[src/rtl/rbcp_reg_pkg.sv]
// Shared constants and types for the RBCP register responder.
// Offsets are relative to the 16-byte window base.
package rbcp_reg_pkg;

  localparam int WIN_SIZE = 16;

  localparam logic [3:0] OFS_CTRL0   = 4'h0;
  localparam logic [3:0] OFS_CTRL7   = 4'h7;
  localparam logic [3:0] OFS_STAT0   = 4'h8;
  localparam logic [3:0] OFS_STAT3   = 4'hB;
  localparam logic [3:0] OFS_CNT_LO  = 4'hC;
  localparam logic [3:0] OFS_CNT_HI  = 4'hD;
  localparam logic [3:0] OFS_SCRATCH = 4'hE;
  localparam logic [3:0] OFS_ID      = 4'hF;

  typedef enum logic [1:0] {
    IDLE,
    DECODE,
    ACK
  } rbcp_state_t;

  typedef struct packed {
    logic [31:0] addr;
    logic [7:0]  wd;
    logic        we;
  } rbcp_req_t;

  function automatic logic in_window(input logic [27:0] addr_hi, input logic [27:0] base_hi);
    return addr_hi == base_hi;
  endfunction

endpackage

[src/rtl/rbcp_evt_counter.sv]
// Saturating 16-bit event counter, clear beats a coincident event; 1-cycle update.
// No backpressure: evt is sampled every cycle, capture latches cnt[15:8] into shadow.
module rbcp_evt_counter (
  input  logic        clk,
  input  logic        rst_n,
  input  logic        evt,
  input  logic        clr,
  input  logic        capture,
  output logic [15:0] cnt,
  output logic [7:0]  shadow
);

  always_ff @(posedge clk or negedge rst_n) begin
    if (!rst_n) begin
      cnt    <= 16'h0000;
      shadow <= 8'h00;
    end else begin
      if (clr) begin
        cnt <= 16'h0000;
      end else if (evt && (cnt != 16'hFFFF)) begin
        cnt <= cnt + 16'h0001;
      end
      if (capture) begin
        shadow <= cnt[15:8];
      end
    end
  end

endmodule

[src/rtl/rbcp_reg_responder.sv]
// SiTCP RBCP responder exposing a 16-byte register window; ACK 2 cycles after strobe.
// No backpressure: strobes arriving outside IDLE are dropped, out-of-range accesses get no ACK.
module rbcp_reg_responder
  import rbcp_reg_pkg::*;
#(
  parameter logic [31:0] BASE_ADDR = 32'h0000_0000,
  parameter logic [63:0] CTRL_INIT = 64'h0,
  parameter logic [7:0]  ID_VALUE  = 8'hA5
) (
  input  logic        CLK,
  input  logic        RSTn,
  input  logic        RBCP_ACT,
  input  logic [31:0] RBCP_ADDR,
  input  logic [7:0]  RBCP_WD,
  input  logic        RBCP_WE,
  input  logic        RBCP_RE,
  output logic        RBCP_ACK,
  output logic [7:0]  RBCP_RD,
  output logic [63:0] CTRL,
  output logic [7:0]  CTRL_WR,
  input  logic [31:0] STATUS_IN,
  input  logic        EVT_IN
);

  rbcp_state_t state;
  rbcp_req_t   req;
  logic [7:0]  scratch;
  logic [31:0] status_snap;
  logic [15:0] cnt;
  logic [7:0]  cnt_shadow;

  logic [3:0]  ofs;
  logic        hit;
  logic        wr_hit;
  logic        rd_hit;
  logic        cnt_clr;
  logic        cnt_cap;
  logic [31:0] status_view;
  logic [7:0]  rd_mux;

  assign ofs     = req.addr[3:0];
  assign hit     = (state == DECODE) && RBCP_ACT && in_window(req.addr[31:4], BASE_ADDR[31:4]);
  assign wr_hit  = hit && req.we;
  assign rd_hit  = hit && !req.we;
  assign cnt_clr = wr_hit && (ofs == OFS_CNT_LO);
  assign cnt_cap = rd_hit && (ofs == OFS_CNT_LO);

  // A read of the first status byte returns the live value that is being snapshotted.
  assign status_view = (ofs == OFS_STAT0) ? STATUS_IN : status_snap;

  always_comb begin
    rd_mux = 8'h00;
    if (ofs <= OFS_CTRL7) begin
      rd_mux = CTRL[{ofs[2:0], 3'b000} +: 8];
    end else if (ofs <= OFS_STAT3) begin
      rd_mux = status_view[{ofs[1:0], 3'b000} +: 8];
    end else begin
      case (ofs)
        OFS_CNT_LO:  rd_mux = cnt[7:0];
        OFS_CNT_HI:  rd_mux = cnt_shadow;
        OFS_SCRATCH: rd_mux = scratch;
        OFS_ID:      rd_mux = ID_VALUE;
        default:     rd_mux = 8'h00;
      endcase
    end
  end

  always_ff @(posedge CLK or negedge RSTn) begin
    if (!RSTn) begin
      state       <= IDLE;
      req         <= '0;
      RBCP_ACK    <= 1'b0;
      RBCP_RD     <= 8'h00;
      CTRL        <= CTRL_INIT;
      CTRL_WR     <= 8'h00;
      scratch     <= 8'h00;
      status_snap <= 32'h0;
    end else begin
      RBCP_ACK <= 1'b0;
      RBCP_RD  <= 8'h00;
      CTRL_WR  <= 8'h00;
      case (state)
        IDLE: begin
          if (RBCP_ACT && (RBCP_WE || RBCP_RE)) begin
            req.addr <= RBCP_ADDR;
            req.wd   <= RBCP_WD;
            req.we   <= RBCP_WE;
            state    <= DECODE;
          end
        end
        DECODE: begin
          if (hit) begin
            RBCP_ACK <= 1'b1;
            state    <= ACK;
            if (req.we) begin
              if (ofs <= OFS_CTRL7) begin
                CTRL[{ofs[2:0], 3'b000} +: 8] <= req.wd;
                CTRL_WR[ofs[2:0]]             <= 1'b1;
              end else if (ofs == OFS_SCRATCH) begin
                scratch <= req.wd;
              end
            end else begin
              RBCP_RD <= rd_mux;
              if (ofs == OFS_STAT0) begin
                status_snap <= STATUS_IN;
              end
            end
          end else begin
            // Out of range or ACT dropped: SiTCP times the access out.
            state <= IDLE;
          end
        end
        ACK: begin
          state <= IDLE;
        end
        default: begin
          state <= IDLE;
        end
      endcase
    end
  end

  rbcp_evt_counter u_evt_counter (
    .clk     (CLK),
    .rst_n   (RSTn),
    .evt     (EVT_IN),
    .clr     (cnt_clr),
    .capture (cnt_cap),
    .cnt     (cnt),
    .shadow  (cnt_shadow)
  );

endmodule

[config.mk]
export PLATFORM = sky130hd
export DESIGN_NAME = rbcp_reg_responder
export DESIGN_NICKNAME = d
export VERILOG_FILES = /design/src/rtl/rbcp_reg_pkg.sv /design/src/rtl/rbcp_evt_counter.sv /design/src/rtl/rbcp_reg_responder.sv
export SDC_FILE = /design/constraint.sdc
export NUM_CORES = 1
export LEC_CHECK = 0
export BUFFER_PORTS_ARGS = -buffer_cell sky130_fd_sc_hd__buf_2
export CORE_ASPECT_RATIO = 1.5
export CORE_MARGIN = 5
export CORE_UTILIZATION = 45
export DETAILED_ROUTE_END_ITERATION = 8
export PLACE_DENSITY_LB_ADDON = 0.15
export SYNTH_ARGS = -nofsm -noshare
export SYNTH_HDL_FRONTEND = slang
export SYNTH_HIERARCHICAL = 1
export SYNTH_SLANG_ARGS = --single-unit
[constraint.sdc]
create_clock -name CLK -period 4.7 [get_ports CLK]
set_clock_uncertainty 0.2 [all_clocks]
set_input_delay 0.47 -clock CLK [delete_from_list [all_inputs] [get_ports CLK]]
set_output_delay 0.47 -clock CLK [all_outputs]
set_load 0.005 [all_outputs]
==> impl_metrics.ini, run 1 <==
[die]
die_y_um = 182
die_w_um = 125
pin_count = 159
dieArea_um2 = 22700
core-area_um2 = 19600
rows = 63
start_util_pct = 45.2

[grt]
grt_usage_pct = 21.2
gr-total-overflow = 0
grt_max_degree = 111
antenna_found_initial = 3
grt_pass1_vias = 6614
grt_pass1_wl_mm = 37.3

[critical_path]
crit_path_end = CTRL[36]
crit_type = reg2reg
cp.required_ns = 4.84
crit_path_end_kind = register
cp_max_fo = 23
r2r_slack_ns = 1.15
rr_endpoint = CTRL[36]
cp_data_arrival_time_ns = 3.69
worst_r2r_path_depth = 6
critPathLaunch = ofs[1]
r2r-start = ofs[1]
startpoint_type = register

[routing]
wl_per_cell_um = 21.6
num_vias = 6138
vias_per_cell = 5.65
ant_nets = 0
drt_wl_total_mm = 23.5
drc = 0
firstDrtPassIters = 5
first_iter_violations = 390

[outcome]
violations = hold timing
outcome = finished, violations left

[logic_synthesis]
ys.flop_type = dfrtp_1
synth_edf_count = 0
syn_nets = 750
async_flop_share_pct = 100
yosysWarnings = 6
yosys_register_bits = 188
synth_top_area_share_pct = 53.0
synth_area_leaders = dfrtp_1 (53%), mux2_2 (14%), mux4_2 (7.9%), mux2_1 (3.8%), nor2_1 (2.5%)
seq_area_frac_synth_pct = 53.0
synth_area_leader_cell = dfrtp_1
syn-cell-area_um2 = 8870
ys_types = 54
syn_inst = 665
synth.avg_cell_area_um2 = 13.3

[final_layout]
areaGrowthSynthToFinish_pct = 17.6
mostFrequentLayoutCell = dfrtp_1
seq_area_um2 = 4710
fin_area_um2 = 10400
finalNetCount = 900
layout_common_cells = dfrtp_1 (187), buf_2 (157), mux2_2 (114)
drive_above_1_share_pct = 42.7
fill_cells = 1714
multi_input_area_um2 = 3910

[timing]
maxSlewViolCount = 0
fmax_ghz = 0.282
holdWs_ns = -0.0373
rsz0062_at_grt = false
timing.final.hold_violations = 4
fin_crit_sh_pct = 75.4
worstMarginPinSlew_ns = 1.02
fin_crit_ns = 3.55
setup_tns_ns = 0
max-slew-margin-rel_pct = 32.2
setup_viol = 0

[placement]
hpwl_mm = 17.3
gp_congestion = 0.836
io_buffers = 158
dpl_cell_area_um2 = 9870

[clock_tree]
clockBufferDepth = 2
clk_pin_slew_ns = 0.07
cts_buffers = 17
tritoncts = built
cts.sinks = 188
cts_resized = 0
cts_root_buf = clkbuf_16
cts_hold_buf = 0
post_cts_buffers = 0
htreeDepth = 4
clk_latency_ns = 0.43

[power]
vdd_drop_max_mv = 0.218
leakage_uw = 0.00526
p_per_area_nw_per_um2 = 366

[hold_path]
hold_path_class = in2async

[flow_run]
maxCapViolCount = 0
per-layer routing:
layer  GRT usage, %  vias up  part of all wire [%]
met5              0        -                 0.047
met4           6.23        2                   1.8
met3           5.18       32                   5.7
met2           37.7      183                    54
met1           25.4     3166                    39
li1               -     2755                     -
Yosys cell counts, types with 2 or more instances:
cell	count
xnor2_1	2
a221oi_1	6
nand3_1	6
nor2_1	59
a21oi_1	17
clkbuf_1	13
and2_1	4
buf_4	8
inv_1	12
mux2_1	30
mux2i_1	13
a22oi_1	3
or3_1	7
and4_1	4
nor4b_1	5
nand2b_1	11
and4b_1	2
a2111oi_0	4
nand4b_1	3
buf_6	3
buf_1	3
mux2_2	114
mux4_2	31
nor2b_1	6
nand4_1	7
or4_1	2
buf_2	9
dfrtp_1	188
and3_1	2
o31ai_1	4
o21ai_0	6
a211oi_1	4
nor3_1	9
nand2_1	26
nor4_1	11
nand4_2	3
ha_1	7
o22ai_1	5
worst max-delay path, stage by stage (launching register included):
cell and delay [ns]:
dfrtp_1 1.00, clkinv_1 0.23, ha_1 0.42, ha_1 0.50, nor4b_1 0.26, nand4b_1 0.52
mux2i_1 0.33
worst min path at each step:
| stage | from | endpoint | slack, ns | cells past startpoint |
|---|---|---|---|---|
| 4_1_cts | RSTn | u_evt_counter/cnt[10] | 0.02 | 1 |
| 3_3_place_gp | status_snap[14] | status_snap[14] | 0.26 | 1 |
| 2_1_floorplan | RSTn | CTRL[0] | -0.03 | 0 |
| 3_5_place_dp | status_snap[20] | status_snap[20] | 0.27 | 1 |
| 6_report | RSTn | u_evt_counter/cnt[10] | -0.04 | 1 |
| 5_1_grt | RBCP_ADDR[0] | ofs[0] | 0.04 | 3 |
state kept, by name, summed over array words and instances, names as in the netlist:
name                  flops
CTRL                     64
req                      37
status_snap              32
u_evt_counter/cnt        16
CTRL_WR                   8
RBCP_RD                   8
scratch                   8
u_evt_counter/shadow      8
ofs                       4
state                     2
RBCP_ACK                  1
where the power goes:
group	switching, uW	internal [uW]	leakage [uW]
logic	336	249	0.00251
clock network	609	794	0.000273
registers	118	1710	0.00248
total	1060	2750	0.00526
stage by stage:
| step | cells | utilization (%) | worst slack [ns] | hold slack [ns] | power (uW) |
|---|---|---|---|---|---|
| CTS | 1085 | 53.1 | 1.18 | 0.0195 | 3860 |
| floorplan | 665 | - | 1.62 | -0.0256 | 2210 |
| finish | 1087 | 53.1 | 1.15 | -0.0373 | 3810 |
| detailed placement | 1056 | 50.3 | 1.19 | 0.274 | 2440 |
| global placement | 1056 | 50.3 | 1.32 | 0.262 | 2420 |
| global route | 1087 | 53.1 | 0.934 | 0.0431 | 3990 |
final cells by class:
class	instances	area share, %
clock buffer	20	4.28
clock inverter	9	1.08
inverter	13	0.468
timing repair buffer	168	8.36
antenna	2	0.0480
tap	260	3.12
sequential	188	45.1
multi-input combinational	427	37.5
kinds of logic after synthesis:
family	Yosys count	synth area share, %
fa+ha+maj	7	0.988
mux	188	27.6
buf+inv	50	2.89
compound gates	53	3.91
flops	188	53.0
xor+xnor	3	0.296
simple gates	176	11.2
(Power assumes the default switching activity.)
==> run 2, diff against run 1 <==
ABC_AREA = 1   (was not set)
clock period = 3.3 ns   (was 4.7 ns; I/O delays follow)
==> run 2 against run 1 <==
- the flow now finishes without violations
- setup slack got worse by 0.56 ns
- critical path depth increased by 3
- routed wire length increased by 29%
- utilization increased by 1.9 points
- non-clock buffer count increased by 51
- cell count increased by 65%
- synthesized area increased by 12%
- via count increased by 52%
- hold slack improved by 0.067 ns
- critical path type unchanged
- critical endpoint is now CTRL[39]
==> impl_metrics.ini, run 2 <==
[outcome]
outcome = completed

[hold_path]
hold_path_class = in2reg
hold_depth = 4

[logic_synthesis]
seq_area_frac_synth_pct = 47.2
ys.flop_type = dfrtp_1
ys_types = 38
yosys_register_bits = 188
synth_top_area_share_pct = 47.2
syn-cell-area_um2 = 9970
async_flop_share_pct = 100
syn_inst = 1332
synth_top_cells_by_count = nand2_1 (431), dfrtp_1 (188), inv_1 (128)
synth.most_common_cell = nand2_1
synth_edf_count = 0
synth_area_leaders = dfrtp_1 (47%), nand2_1 (16%), nand3_1 (5.6%), inv_1 (4.8%), nor2_1 (4.5%)
yosysWarnings = 6
synth.avg_cell_area_um2 = 7.49
syn_nets = 1417
synth_area_leader_cell = dfrtp_1

[die]
start_util_pct = 45.7
rows = 66
dieArea_um2 = 25300
pin_count = 159
die_y_um = 192
die_w_um = 132
core-area_um2 = 21800

[timing]
timing.final.hold_violations = 0
fmax_ghz = 0.369
max-slew-margin-rel_pct = 41.6
fin_crit_ns = 2.71
maxSlewViolCount = 0
rsz0062_at_grt = false
setup_tns_ns = 0
fin_crit_sh_pct = 82.1
setup_viol = 0
worstMarginPinSlew_ns = 0.872

[critical_path]
cp_data_arrival_time_ns = 2.82
crit_top_cell = nand2_1
worst_r2r_path_depth = 9
r2r_slack_ns = 0.59
cp_cell_sequence = inv_1 > ha_1 > clkinv_1 > buf_4 > nand2_1 > nor4_1 > nand4_1 > nand2_1 > o21ai_1
critPathSlowestCell = nand4_1
critical_path.max_stage_delay_ns = 0.59
crit_path_end_kind = register
crit_type = reg2reg
startpoint_type = register
cp_max_fo = 17
cp.required_ns = 3.41

[routing]
firstDrtPassIters = 7
first_iter_violations = 902
drc = 0
num_vias = 9323
drt_wl_total_mm = 30.3
ant_nets = 0
wl_per_cell_um = 16.9
vias_per_cell = 5.20

[clock_tree]
htreeDepth = 4
post_cts_buffers = 0
cts.sinks = 188
cts_hold_buf = 42
clk_pin_slew_ns = 0.07
cts_root_buf = clkbuf_16
cts_resized = 0
tritoncts = built
clockBufferDepth = 2
cts_buffers = 17
clk_latency_ns = 0.45

[power]
leakage_uw = 0.00593
p_per_area_nw_per_um2 = 483
vdd_drop_max_mv = 0.351

[grt]
grt_usage_pct = 24.4
antenna_found_initial = 0
grt_pass1_wl_mm = 49.3
grt_max_degree = 83
grt_pass1_vias = 9396
gr-total-overflow = 0

[placement]
gp_congestion = 0.963
placedCellCount = 1720
io_buffers = 158
hpwl_mm = 21.9

[final_layout]
layout_common_cells = nand2_1 (431), dfrtp_1 (187), buf_2 (157)
areaGrowthSynthToFinish_pct = 20.3
fill_cells = 2153
largest_reg_flops = 64
finalNetCount = 1594
biggestRegsByFlops = CTRL: 64 flops, req: 37 flops, status_snap: 32 flops
n_antenna_cell = 0
mostFrequentLayoutCell = nand2_1
multi_input_area_um2 = 4450
fin_cells = 1794
drive_above_1_share_pct = 16.2
top_register = CTRL
seq_area_um2 = 4710

[flow_run]
maxCapViolCount = 0
==> run 2: cell count changes in the layout (fill, tap and decap cells not counted), sizes merged, moves of 21 or more <==
cell	change
nand2	+410
mux2	-144
inv	+121
nand3	+108
o21ai	+82
nor2	+72
dlygate4sd3	+42
o21bai	+39
mux4	-31
o211ai	+21
==> run 2: final cells by class <==
type / instances / share of cell area [%]
clock buffer: 20 / 3.81
tap: 272 / 2.84
clock inverter: 12 / 1.13
timing repair buffer: 219 / 11.6
inverter: 138 / 4.34
sequential: 188 / 39.2
multi-input combinational: 945 / 37.1
==> run 2: metal layers <==
layer / track usage, % / part of all wire (%)
met1: 29.4 / 40
met4: 11.6 / 4.5
met2: 42.5 / 50
met5: 0 / 0
met3: 4.17 / 5.3
==> run 2: path summary, 6_finish.rpt <==
check | start | end
min in group asynchronous | RSTn | CTRL[42]
max in group asynchronous | RSTn | status_snap[25]
worst min-delay path | STATUS_IN[15] | status_snap[15]
worst max-delay path | ofs[0] | CTRL[39]
worst min register to register | req[27] | req[27]
worst max register to register | ofs[0] | CTRL[39]
==> run 2: cells by family (layout without fill, tap and decap cells) <==
family	after synthesis	after routing	synth area share [%]
AOI/OAI and AO/OA	187	187	11.1
xor gates and xnor gates	4	4	0.351
and+or+nand+nor	747	747	32.2
buffers and inverters	199	389	8.27
DFF	188	188	47.2
adders and majority gates	7	7	0.878
==> run 2: critical path: cells and delay by family (launching register included) <==
| kind | cells | cell delay (ns) |
|---|---|---|
| and+or+nand+nor | 4 | 1.10 |
| DFF | 1 | 0.35 |
| buffers and inverters | 3 | 0.35 |
| adders and majority gates | 1 | 0.48 |
| AOI/OAI and AO/OA | 1 | 0.09 |
==> run 2: through the flow <==
stage / hold slack [ns] / utilization (%) / total power, uW / area, um^2 / setup slack [ns]
global route: 0.0420 / 55.0 / 6060 / 12000 / 0.348
finish: 0.0295 / 55.0 / 5790 / 12000 / 0.592
floorplan: -0.166 / - / 3260 / 9970 / 0.240
CTS: 0.0173 / 55.0 / 5820 / 12000 / 0.628
detailed placement: 0.211 / 50.4 / 3680 / 11000 / 0.641
global placement: 0.209 / 50.4 / 3670 / 11000 / 0.750
==> run 2: power by group <==
group / total, uW / switching [uW] / leakage (uW) / internal [uW]
combinational: 1170 / 837 / 0.00339 / 336
clock: 2100 / 937 / 0.000291 / 1160
sequential: 2520 / 108 / 0.00225 / 2410
==> run 3, diff against run 2 <==
clock period = 2.4 ns   (was 3.3 ns; I/O delays follow)
==> run 3 against run 2 <==
- maximum frequency is 17% higher
- critical path type unchanged
- global-route usage rose by 0.28 points
- sequential power is 38% higher
- sequential share of layout area is 1.4 points lower
- power up 38%
- critical endpoint is now CTRL[57]
- setup slack lost 0.51 ns
==> impl_metrics.ini, run 3 (synthesis gave the netlist of run 2 again) <==
[clock_tree]
clk_pin_slew_ns = 0.07
clockBufferDepth = 2
cts.sinks = 188
tritoncts = built
htreeDepth = 4
cts_buffers = 17
clk_latency_ns = 0.44
cts_root_buf = clkbuf_16

[timing]
fin_crit_sh_pct = 96.6
worstMarginPinSlew_ns = 0.962
finalWorstSetupSlack_ns = 0.0824
setup_viol = 0
fin_crit_ns = 2.32
timing.final.hold_violations = 0
maxSlewViolCount = 0
max-slew-margin-rel_pct = 35.6
setup_tns_ns = 0
fmax_ghz = 0.431
holdWs_ns = 0.0107

[critical_path]
r2r-start = ofs[0]
crit_path_end_kind = register
rr_endpoint = CTRL[57]
cp_data_arrival_time_ns = 2.44
crit_type = reg2reg
critPathLaunch = ofs[0]
cp_num_cells = 10
cp_cell_sequence = inv_2 > ha_4 > ha_4 > inv_1 > buf_4 > nand2_1 > nor2_2 > nand4_2 > nand2_1 > o21ai_0
critPathSlowestCell = dfrtp_2
cp_max_fo = 9
startpoint_type = register
r2r_slack_ns = 0.08
path_delay_family = simple AND/OR/NAND/NOR gates
worst-path-buf-inv = 3
critical_path.max_stage_delay_ns = 0.43
cp.required_ns = 2.52
worst_r2r_path_depth = 10
crit_path_end = CTRL[57]

[final_layout]
top_register = CTRL
biggestRegsByFlops = CTRL: 64 flops, req: 37 flops, status_snap: 32 flops
areaGrowthSynthToFinish_pct = 24.8
fin_cells = 1830
fill_cells = 2097
largest_reg_flops = 64
n_antenna_cell = 0
drive_above_1_share_pct = 18.2
layout_common_cells = nand2_1 (431), dfrtp_1 (187), buf_2 (157)
finalNetCount = 1630
mostFrequentLayoutCell = nand2_1

[die]
start_util_pct = 45.7
dieArea_um2 = 25300
rows = 66
die_y_um = 192
pin_count = 159
die_w_um = 132
core-area_um2 = 21800

[placement]
hpwl_mm = 22.7
placedCellCount = 1746
io_buffers = 158
gp_congestion = 0.946
place_ws_ns = 0.0877

[power]
swShare_pct = 32.7
switching_power_uw = 2620
clkPwrFrac_pct = 34.1
internal-power_uw = 5390
seq_power_share_pct = 43.3
leakage_uw = 0.00613
power_uw = 8020
vdd_drop_max_mv = 0.505
p_per_area_nw_per_um2 = 645
p_comb_share_pct = 22.6

[hold_path]
hold_path_class = in2reg

[routing]
vias_per_cell = 5.27
wl_per_cell_um = 16.8
wl_met3_mm = 1.42
ant_nets = 0
wl_met2_mm = 15.5
firstDrtPassIters = 6
first_iter_violations = 625
drc = 0
wl_met1_mm = 12.6
highest_layer = met4
num_vias = 9651
drt_wl_total_mm = 30.8

[outcome]
outcome = completed

[grt]
grt_usage_pct = 24.7
grt_pass1_wl_mm = 49.9
grt_pass1_vias = 9570
antenna_found_initial = 0
gr-total-overflow = 0
grt_max_degree = 83

[flow_run]
maxCapViolCount = 0
==> run 3: worst min path at each step <==
stage	end	slack [ns]	from	depth (start not counted)
after global routing	status_snap[31]	0.03	STATUS_IN[31]	5
final	status_snap[16]	0.01	STATUS_IN[16]	5
after floorplan	CTRL[0]	-0.26	RSTn	0
after CTS	status_snap[16]	0.008	STATUS_IN[16]	5
after global placement	CTRL[40]	0.07	RSTn	1
after detailed placement	CTRL[41]	0.07	RSTn	1
==> run 3: power by group through the flow <==
stage / logic [uW] / registers (uW) / clock network (uW)
finish: 1810 / 3470 / 2740
global route: 1990 / 3490 / 2920
CTS: 1780 / 3460 / 2800
detailed placement: 1710 / 3520 / 0
global placement: 1700 / 3520 / 0
floorplan: 1050 / 3480 / 0
==> run 3: worst register-to-register path, cell delays in order (launching register included) <==
cell	delay, ns
dfrtp_2	0.43
inv_2	0.17
ha_4	0.19
ha_4	0.22
inv_1	0.10
buf_4	0.17
nand2_1	0.09
nor2_2	0.20
nand4_2	0.25
nand2_1	0.12
o21ai_0	0.08
==> run 3: what timing repair did <==
action,CTS,global route
resized for setup,0,9
endpoints found under the setup margin,0,22
buffers inserted,0,0
hold endpoints to repair,103,0
hold buffers,51,0
==> run 3: final cells by class <==
type | instances | area (um^2) | share of cell area [%]
Sequential cell | 188 | 4710 | 37.8
Multi-Input combinational cell | 946 | 4550 | 36.5
Timing Repair Buffer | 254 | 1770 | 14.2
Inverter | 138 | 520 | 4.18
Clock buffer | 21 | 450 | 3.62
Tap cell | 272 | 340 | 2.74
Clock inverter | 11 | 109 | 0.875
==> run 3: metal layers <==
metal / GRT usage (%) / vias to the layer above
li1: - / 4714
met1: 30.4 / 4525
met2: 43.0 / 336
met3: 3.68 / 76
met4: 11.2 / 0
met5: 0 / -
==> run 3: through the flow <==
step                      utilization (%)  instance area, um^2
after floorplan                         -                10100
after global routing                 57.1                12400
after CTS                            56.9                12400
after detailed placement             52.0                11300
after global placement               52.0                11300
final                                57.1                12400
